==> src/rtl/rtc_alarm_core.sv <==
`default_nettype none
// ============================================================================
// Module   : rtc_alarm_core
// Brief    : Prescaled BCD HH:MM:SS real-time clock with 12/24 h display,
//            field-wise time/alarm setting and an alarm ring/snooze FSM.
// Revision : 1.0 - initial release
// ============================================================================
module rtc_alarm_core #(
    parameter int TICK_DIV   = 100000000,
    parameter int TICK_BITS  = 27,
    parameter int RING_SECS  = 60,
    parameter int SNOOZE_MIN = 5
) (
    input  logic       clk,
    input  logic       rst_btn,
    input  logic       run,
    input  logic       set_en,
    input  logic [1:0] set_sel,
    input  logic       alarm_sel,
    input  logic       inc,
    input  logic       alarm_en,
    input  logic       snooze,
    input  logic       mode_12h,
    output logic [7:0] hh_bcd,
    output logic [7:0] mm_bcd,
    output logic [7:0] ss_bcd,
    output logic       pm,
    output logic       sec_pulse,
    output logic       min_pulse,
    output logic       hour_pulse,
    output logic       day_pulse,
    output logic       ringing
);

    localparam logic [1:0] ST_IDLE    = 2'd0;
    localparam logic [1:0] ST_ARMED   = 2'd1;
    localparam logic [1:0] ST_RINGING = 2'd2;
    localparam logic [1:0] ST_SNOOZE  = 2'd3;

    localparam logic [TICK_BITS-1:0] c_tick_last   = TICK_BITS'(TICK_DIV - 1);
    localparam logic [7:0]           c_ring_last   = 8'(RING_SECS - 1);
    localparam logic [5:0]           c_snooze_load = 6'(SNOOZE_MIN);

    // Two-digit BCD increment that wraps to 00 after max.
    function automatic logic [7:0] bcd_inc(input logic [7:0] v, input logic [7:0] max);
        logic [7:0] r;
        if (v == max)
            r = 8'h00;
        else if (v[3:0] == 4'd9)
            r = {v[7:4] + 4'd1, 4'd0};
        else
            r = {v[7:4], v[3:0] + 4'd1};
        return r;
    endfunction

    logic [TICK_BITS-1:0] r_presc;
    logic [7:0]           r_sec;
    logic [7:0]           r_min;
    logic [7:0]           r_hour;
    logic [7:0]           r_al_min;
    logic [7:0]           r_al_hour;
    logic [1:0]           r_state;
    logic [7:0]           r_ring_cnt;
    logic [5:0]           r_snz_cnt;
    logic                 r_sec_pulse;
    logic                 r_min_pulse;
    logic                 r_hour_pulse;
    logic                 r_day_pulse;

    logic       w_tick;
    logic       w_min_carry;
    logic       w_hour_carry;
    logic       w_day_carry;
    logic [7:0] w_sec_next;
    logic [7:0] w_min_next;
    logic [7:0] w_hour_next;
    logic [7:0] w_new_sec;
    logic [7:0] w_new_min;
    logic [7:0] w_new_hour;
    logic       w_alarm_hit;
    logic       w_edit_time;
    logic       w_edit_alarm;

    assign w_tick       = run && !set_en && (r_presc == c_tick_last);
    assign w_min_carry  = w_tick && (r_sec == 8'h59);
    assign w_hour_carry = w_min_carry && (r_min == 8'h59);
    assign w_day_carry  = w_hour_carry && (r_hour == 8'h23);

    assign w_sec_next  = bcd_inc(r_sec, 8'h59);
    assign w_min_next  = bcd_inc(r_min, 8'h59);
    assign w_hour_next = bcd_inc(r_hour, 8'h23);

    assign w_new_sec  = w_tick       ? w_sec_next  : r_sec;
    assign w_new_min  = w_min_carry  ? w_min_next  : r_min;
    assign w_new_hour = w_hour_carry ? w_hour_next : r_hour;

    // Match is evaluated against the time being written on this tick edge.
    assign w_alarm_hit = w_tick && (w_new_sec == 8'h00) &&
                         (w_new_min == r_al_min) && (w_new_hour == r_al_hour);

    assign w_edit_time  = set_en && inc && !alarm_sel;
    assign w_edit_alarm = set_en && inc && alarm_sel;

    always_ff @(posedge clk) begin
        if (!rst_btn) begin
            r_presc <= '0;
        end else if (set_en) begin
            r_presc <= '0;
        end else if (run) begin
            r_presc <= w_tick ? '0 : r_presc + 1'b1;
        end
    end

    always_ff @(posedge clk) begin
        if (!rst_btn) begin
            r_sec  <= 8'h00;
            r_min  <= 8'h00;
            r_hour <= 8'h00;
        end else if (w_tick) begin
            r_sec  <= w_new_sec;
            r_min  <= w_new_min;
            r_hour <= w_new_hour;
        end else if (w_edit_time) begin
            case (set_sel)
                2'd0:    r_sec  <= 8'h00;
                2'd1:    r_min  <= w_min_next;
                2'd2:    r_hour <= w_hour_next;
                default: ;
            endcase
        end
    end

    always_ff @(posedge clk) begin
        if (!rst_btn) begin
            r_al_min  <= 8'h00;
            r_al_hour <= 8'h00;
        end else if (w_edit_alarm) begin
            case (set_sel)
                2'd1:    r_al_min  <= bcd_inc(r_al_min, 8'h59);
                2'd2:    r_al_hour <= bcd_inc(r_al_hour, 8'h23);
                default: ;
            endcase
        end
    end

    always_ff @(posedge clk) begin
        if (!rst_btn) begin
            r_sec_pulse  <= 1'b0;
            r_min_pulse  <= 1'b0;
            r_hour_pulse <= 1'b0;
            r_day_pulse  <= 1'b0;
        end else begin
            r_sec_pulse  <= w_tick;
            r_min_pulse  <= w_min_carry;
            r_hour_pulse <= w_hour_carry;
            r_day_pulse  <= w_day_carry;
        end
    end

    // Counters only advance on ticks, so frozen time also freezes them.
    always_ff @(posedge clk) begin
        if (!rst_btn) begin
            r_state    <= ST_IDLE;
            r_ring_cnt <= 8'd0;
            r_snz_cnt  <= 6'd0;
        end else if (!alarm_en) begin
            r_state <= ST_IDLE;
        end else begin
            case (r_state)
                ST_IDLE: begin
                    r_state <= ST_ARMED;
                end
                ST_ARMED: begin
                    if (w_alarm_hit) begin
                        r_state    <= ST_RINGING;
                        r_ring_cnt <= 8'd0;
                    end
                end
                ST_RINGING: begin
                    if (snooze) begin
                        r_state   <= ST_SNOOZE;
                        r_snz_cnt <= c_snooze_load;
                    end else if (w_tick) begin
                        if (r_ring_cnt == c_ring_last)
                            r_state <= ST_ARMED;
                        else
                            r_ring_cnt <= r_ring_cnt + 8'd1;
                    end
                end
                ST_SNOOZE: begin
                    if (w_min_carry) begin
                        if (r_snz_cnt <= 6'd1) begin
                            r_state    <= ST_RINGING;
                            r_ring_cnt <= 8'd0;
                            r_snz_cnt  <= 6'd0;
                        end else begin
                            r_snz_cnt <= r_snz_cnt - 6'd1;
                        end
                    end
                end
                default: begin
                    r_state <= ST_IDLE;
                end
            endcase
        end
    end

    logic       w_show_alarm;
    logic [7:0] w_disp_hour;
    logic [4:0] w_h_bin;
    logic [4:0] w_h12;
    logic [7:0] w_hh;
    logic       w_pm;

    assign w_show_alarm = set_en && alarm_sel;
    assign w_disp_hour  = w_show_alarm ? r_al_hour : r_hour;
    assign w_h_bin      = 5'(w_disp_hour[7:4]) * 5'd10 + 5'(w_disp_hour[3:0]);

    always_comb begin
        w_h12 = w_h_bin;
        w_hh  = w_disp_hour;
        w_pm  = 1'b0;
        if (mode_12h) begin
            w_pm = (w_h_bin >= 5'd12);
            if (w_h_bin == 5'd0)
                w_h12 = 5'd12;
            else if (w_h_bin > 5'd12)
                w_h12 = w_h_bin - 5'd12;
            if (w_h12 >= 5'd10)
                w_hh = {4'd1, 4'(w_h12 - 5'd10)};
            else
                w_hh = {4'd0, w_h12[3:0]};
        end
    end

    assign hh_bcd     = w_hh;
    assign mm_bcd     = w_show_alarm ? r_al_min : r_min;
    assign ss_bcd     = w_show_alarm ? 8'h00 : r_sec;
    assign pm         = w_pm;
    assign sec_pulse  = r_sec_pulse;
    assign min_pulse  = r_min_pulse;
    assign hour_pulse = r_hour_pulse;
    assign day_pulse  = r_day_pulse;
    assign ringing    = (r_state == ST_RINGING);

endmodule
`default_nettype wire
==> config.mk <==
export PLATFORM = sky130hd
export DESIGN_NAME = rtc_alarm_core
export DESIGN_NICKNAME = d
export VERILOG_FILES = /design/src/rtl/rtc_alarm_core.sv
export SDC_FILE = /design/constraint.sdc
export NUM_CORES = 1
export LEC_CHECK = 0
export CAP_MARGIN = 20
export CORE_ASPECT_RATIO = 0.7
export CORE_UTILIZATION = 54
export DETAILED_ROUTE_END_ITERATION = 8
export GPL_TIMING_DRIVEN = 0
export PLACE_DENSITY = 0.77
export SLEW_MARGIN = 20
export SYNTH_ARGS = -nofsm -noshare
export SYNTH_HDL_FRONTEND = slang
export SYNTH_SLANG_ARGS = --single-unit
==> constraint.sdc <==
create_clock -name clk -period 5.74 [get_ports clk]
set_input_delay 1.148 -clock clk [delete_from_list [all_inputs] [get_ports clk]]
set_output_delay 1.148 -clock clk [all_outputs]
set_load 0.005 [all_outputs]
Word-level counts from Yosys, hierarchy flattened
Cells that the tools add are included.
Word-level totals
  register bits: 87
  input port bits: 11
  word-level logic and storage cells: 153
Cells by class
  $add $sub $neg: 16
  multiply operators: 1
  magnitude comparators: 4
  equality and inequality tests: 28
  mux-type cells: 50
  bitwise logic cells: 1
  reduce and logical (&&, ||, !) cells: 38
Operators by type and width (number)
  8-bit 2-to-1 mux: 32
  4-bit by 1-bit adder with 4-bit output (second input constant): 10
  27-bit by 1-bit adder with 27-bit output (second input constant): 1
  27-bit == test (second input constant): 1
  27-bit 2-to-1 mux: 1
  8-bit by 6-bit == test with 1-bit output (second input constant): 3
  8-bit by 7-bit == test with 1-bit output (second input constant): 3
  8-bit case mux with 3 select lines: 1
  4-bit == test (second input constant): 5
  5-bit 2-to-1 mux: 4
  6-bit 2-to-1 mux: 3
  8-bit == test: 2
  2-bit nonzero test: 7
  1-bit logical AND: 12
  2-bit 2-to-1 mux: 6
  2-bit inequality test (second input constant): 6
  6-bit case mux with 2 select lines: 1
  2-bit AND reduction: 6
  5-bit by 4-bit >= comparator with 1-bit output (second input constant): 2
  8-bit by 1-bit adder with 8-bit output (second input constant): 1
  8-bit logical NOT: 1
  2-bit case mux with 4 select lines: 1
  8-bit AND reduction: 1
  2-bit == test (second input constant): 3
  20 further kinds: 25

Logic depth before layout (Yosys ltp)
  word-level depth: 11
  depth in mapped cells: 19
  mapped depth without buffers: 17

Least setup slack after synthesis
No wires, ideal clock.
  path type: in2out
  from: input set_en
  to: output hh_bcd[2]
  arrival: 4.828 ns
  data required time: 4.592 ns
  path slack: -0.236 ns
  stages on the path: 19
  buffers on the path: 3
  cell sequence: buf_2 -> nand2_1 -> clkbuf_1 -> nand2_1 -> o21ai_0 -> ha_1 -> ha_1 -> o31a_1 -> o21a_1 -> or3_1 -> and2_1 -> clkbuf_1 -> nand3b_1 -> o21ai_0 -> ha_1 -> a221o_1 -> and3_1 -> mux2_2 -> a21oi_1
Between the ends
  word-level cells in the longest chain between the ends: 11
Ends and longest elaborated chain
  from (decl): line 17  | input logic set_en,
  1-bit logical AND (*): line 215  | assign w_show_alarm = set_en && alarm_sel;
  8-bit 2-to-1 mux (*): line 216  | assign w_disp_hour = w_show_alarm ? r_al_hour : r_hour;
  4-bit by 3-bit multiplier with 4-bit output: line 217  | assign w_h_bin = 5'(w_disp_hour[7:4]) * 5'd10 + 5'(w_disp_hour[3:0]);
  5-bit by 4-bit adder with 5-bit output: line 217
  5-bit by 4-bit subtractor with 5-bit output / 5-bit by 4-bit greater-than comparator with 1-bit output (equally long branches): line 228, 227
  5-bit 2-to-1 mux: line 227  | else if (w_h_bin > 5'd12)
  5-bit 2-to-1 mux: line 225  | if (w_h_bin == 5'd0)
  5-bit 2-to-1 mux: line 223  | if (mode_12h) begin
  4-bit subtractor / 5-bit by 4-bit >= comparator with 1-bit output (equally long branches): line 230, 229
  5-bit 2-to-1 mux: line 229  | if (w_h12 >= 5'd10)
  8-bit 2-to-1 mux (*): line 223
  to (decl): line 24  | output logic [7:0] hh_bcd,
Mark *: on every way between the ends. The rest lies on a longest branch, timed or not. The select of a mux whose other input is x is not followed.

Worst setup path in the final report
  from: input alarm_sel
  to: output hh_bcd[2]
Between the ends
  word-level cells in the longest chain between the ends: 11
Ends and longest elaborated chain
  from (decl): line 19  | input logic alarm_sel,
  1-bit logical AND (*): line 215
  8-bit 2-to-1 mux (*): line 216
  4-bit by 3-bit multiplier with 4-bit output: line 217
  5-bit by 4-bit adder with 5-bit output: line 217
  5-bit by 4-bit subtractor with 5-bit output / 5-bit by 4-bit greater-than comparator with 1-bit output (equally long branches): line 228, 227
  5-bit 2-to-1 mux: line 227
  5-bit 2-to-1 mux: line 225
  5-bit 2-to-1 mux: line 223
  4-bit subtractor / 5-bit by 4-bit >= comparator with 1-bit output (equally long branches): line 230, 229
  5-bit 2-to-1 mux: line 229
  8-bit 2-to-1 mux (*): line 223
Marked as above.

==> qor.yml <==
outcome:
  status: "complete, no violations"
drt:
  antenna_left: 0
  routed_wl_um: 16200
  viasPerCell: 6.236
  wire_per_inst_um: 17.27
  drt_iter0_markers: 436
  drc: 0
  drtPass1Iterations: 5
  via_count: 5849
cells_and_area:
  antenna_cells: 0
  nets: 842
  utilization: 0.6665
  final_common_cell: "nor2_1"
  stdcell_area_sq_mm: 0.006928
  regArea_sq_mm: 0.001742
  fill_cells: 827
  layout_common_cells: "nor2_1 (101), dfxtp_1 (87), nand2_1 (57)"
  drive_above_1_share: 0.09677
  multi_input_area_sq_mm: 0.003930
  syn2layout_area_growth_pct: 19.49
synthesis:
  netlist_area_sq_mm: 0.005798
  syn_nets: 785
  yosys_warnings: 0
  ys.flop_type: "dfxtp_1"
  synth_cells: 745
  synth.avg_cell_area_sq_um: 7.783
  yosysSeqAreaShare: 0.3004
  synth_edf_count: 0
  synth-seq-cells: 87
  synth_cell_types: 68
  synth-async-reset-ratio: 0
timing:
  fmaxAchievable_ghz: 0.1780
  fin_skew_ns: 0.005851
  hold_viol: 0
  tns_ns: 0
  final.period_utilization: 0.9786
  timing.final.max_slew_violations: 0
  hold_ws_ns: 0.4768
  worst_pin_slew_ns: 0.7715
  fin_crit_ns: 5.617
  setup_viol: 0
  max-slew-margin-rel: 0.4822
job:
  maxCapViolations: 0
cts:
  cts_hold_repair.buffers: 0
  clk_pin_slew_ns: 0.06
  cts_max_level: 3
  clock_latency_ns: 0.34
  cts_inserted_buffers: 9
  root_buffer: "clkbuf_16"
  cts_tree: "done"
  clock-sinks: 87
  clockBufferDepth: 2
hold_path:
  min_path_cells: 1
  whs_endpoint: "r_ring_cnt[7]$_SDFFE_PN0P_"
  hp-start: "r_ring_cnt[7]$_SDFFE_PN0P_"
  holdCritPathClass: "register to register"
global_routing:
  grt_pass1_wl_um: 25830
  antenna_found_initial: 0
  grt_util_all_layers: 0.2918
  grt_start_max_net_pins: 15
  gr-total-overflow: 0
  grt_pass1_vias: 5193
setup_path:
  critPathMaxFanout: 8
  startpoint_type: "input port"
  end_kind: "primary output"
  reg2reg_depth: 12
  r2r_setup_slack_ns: 2.02
  critPathKind: "input port to primary output"
  cp.required_ns: 4.59
  r2r-start: "r_sec[4]$_SDFFE_PN0P_"
  crit_arrival_ns: 4.47
  reg2reg_to: "r_ring_cnt[5]$_SDFFE_PN0P_"
placement:
  hpwl_um: 11620
  placed_area_sq_mm: 0.006345
  port_buffers: 37
  gp_congestion: 0.9551
floorplan:
  start_util: 0.5578
  core_area_sq_mm: 0.01040
  fp-row-count: 31
  ioPinCount: 41
  die_area_sq_mm: 0.01116
  die_y_um: 88.70
  die_width_um: 125.9
power:
  p_int_w: 0.001083
  power_per_cell_area_mw_per_mm2: 198.4
  clkPwrFrac: 0.508
  switching_share: 0.2120
  seq_power_share: 0.443
  leakagePower_nw: 2.512
  peakVddDrop_v: 0.0001372
  combPwrFrac: 0.049
  p_sw_w: 0.0002914
## per-layer routing
layer,global-route usage,up-vias,share of wire
met4,0.08981,0,0.018
met1,0.4053,2778,0.46
met5,0,-,0
met3,0.05985,30,0.081
li1,-,2793,-
met2,0.4586,248,0.44
## logic make-up (layout without fill, tap and decap cells)
| kind of cell | Yosys count | after routing | share of synthesized area |
|---|---|---|---|
| buffers and inverters | 64 | 125 | 0.04424 |
| AOI/OAI and AO/OA | 150 | 150 | 0.1597 |
| and+or+nand+nor | 341 | 341 | 0.3140 |
| DFF | 87 | 87 | 0.3004 |
| adders and majority gates | 29 | 29 | 0.06258 |
| muxes | 25 | 25 | 0.04510 |
| xor gates and xnor gates | 49 | 49 | 0.07402 |
## registers in the layout (all words and copies together) (netlist names)
signal and flops:
r_ring_cnt 8, r_al_min 8, r_snz_cnt 6, r_al_hour 8, hour_pulse 1, r_hour 8, sec_pulse 1, r_state 2
r_min 8, r_presc 27, r_sec 8, day_pulse 1, min_pulse 1
## layout make-up
| type | count | share of cell area |
|---|---|---|
| Tap cell | 132 | 0.02384 |
| Sequential cell | 87 | 0.2514 |
| Buffer | 35 | 0.02799 |
| Timing Repair Buffer | 47 | 0.06321 |
| Clock buffer | 11 | 0.03648 |
| Inverter | 28 | 0.01517 |
| Multi-Input combinational cell | 594 | 0.5673 |
| Clock inverter | 4 | 0.01463 |
## repair_timing
item                       CTS  global route
setup buffers                2             8
setup endpoints to repair    4             2
gates resized for setup     32            10
hold endpoints to repair     0             0
pin swaps                    1             4
## per-stage QoR
step / worst slack [ns] / instances / total power (W)
2_1_floorplan: 0.03240 / 745 / 0.0006546
3_3_place_gp: -0.9837 / 914 / 0.0006788
3_5_place_dp: -1.059 / 914 / 0.0006802
4_1_cts: 0.01845 / 930 / 0.001376
5_1_grt: -0.001473 / 938 / 0.001409
6_report: 0.1227 / 938 / 0.001375
## synthesized netlist by cell type (17+ instances only)
cell type	count	area (sq um)
nand2_1	59	221.5
and3_1	17	106.4
a21oi_1	47	235.2
ha_1	29	362.9
xnor2_1	29	254.0
nand3_1	26	130.1
clkbuf_1	28	105.1
dfxtp_1	87	1742
nor2_1	101	379.1
inv_1	27	101.4
xor2_1	20	175.2
o21ai_0	41	205.2
## worst max-delay path, cell delays in order
cell and delay [ns]:
buf_8 0.12, nand2_8 0.09, clkbuf_16 0.17, o21ai_4 0.23
ha_4 0.25, ha_4 0.24, o31a_1 0.11, o21a_1 0.20
or3_4 0.38, and2_4 0.17, nand3b_1 0.08, o21ai_1 0.09
ha_2 0.19, a221o_1 0.27, and3_4 0.19, mux2_2 0.28
a21oi_2 0.12, buf_2 0.12
## how the worst max path moves through the flow
stage / start / end / slack [ns] / depth (start not counted)
3_5_place_dp: set_en / hh_bcd[2] / -1.06 / 19
3_3_place_gp: set_en / hh_bcd[2] / -0.98 / 19
6_report: alarm_sel / hh_bcd[2] / 0.12 / 18
2_1_floorplan: set_en / hh_bcd[2] / 0.03 / 18
5_1_grt: set_en / hh_bcd[2] / -0.001 / 18
4_1_cts: alarm_sel / hh_bcd[2] / 0.02 / 18
## power by group through the flow
stage,logic (W),clock network (W),registers (W)
after detailed placement,0.0000580,0,0.000622
after global routing,0.0000715,0.000729,0.000609
after global placement,0.0000568,0,0.000622
after CTS,0.0000617,0.000706,0.000609
final,0.0000673,0.000699,0.000609
after floorplan,0.0000334,0,0.000621
Note: power is estimated with default switching activity, not from simulation.
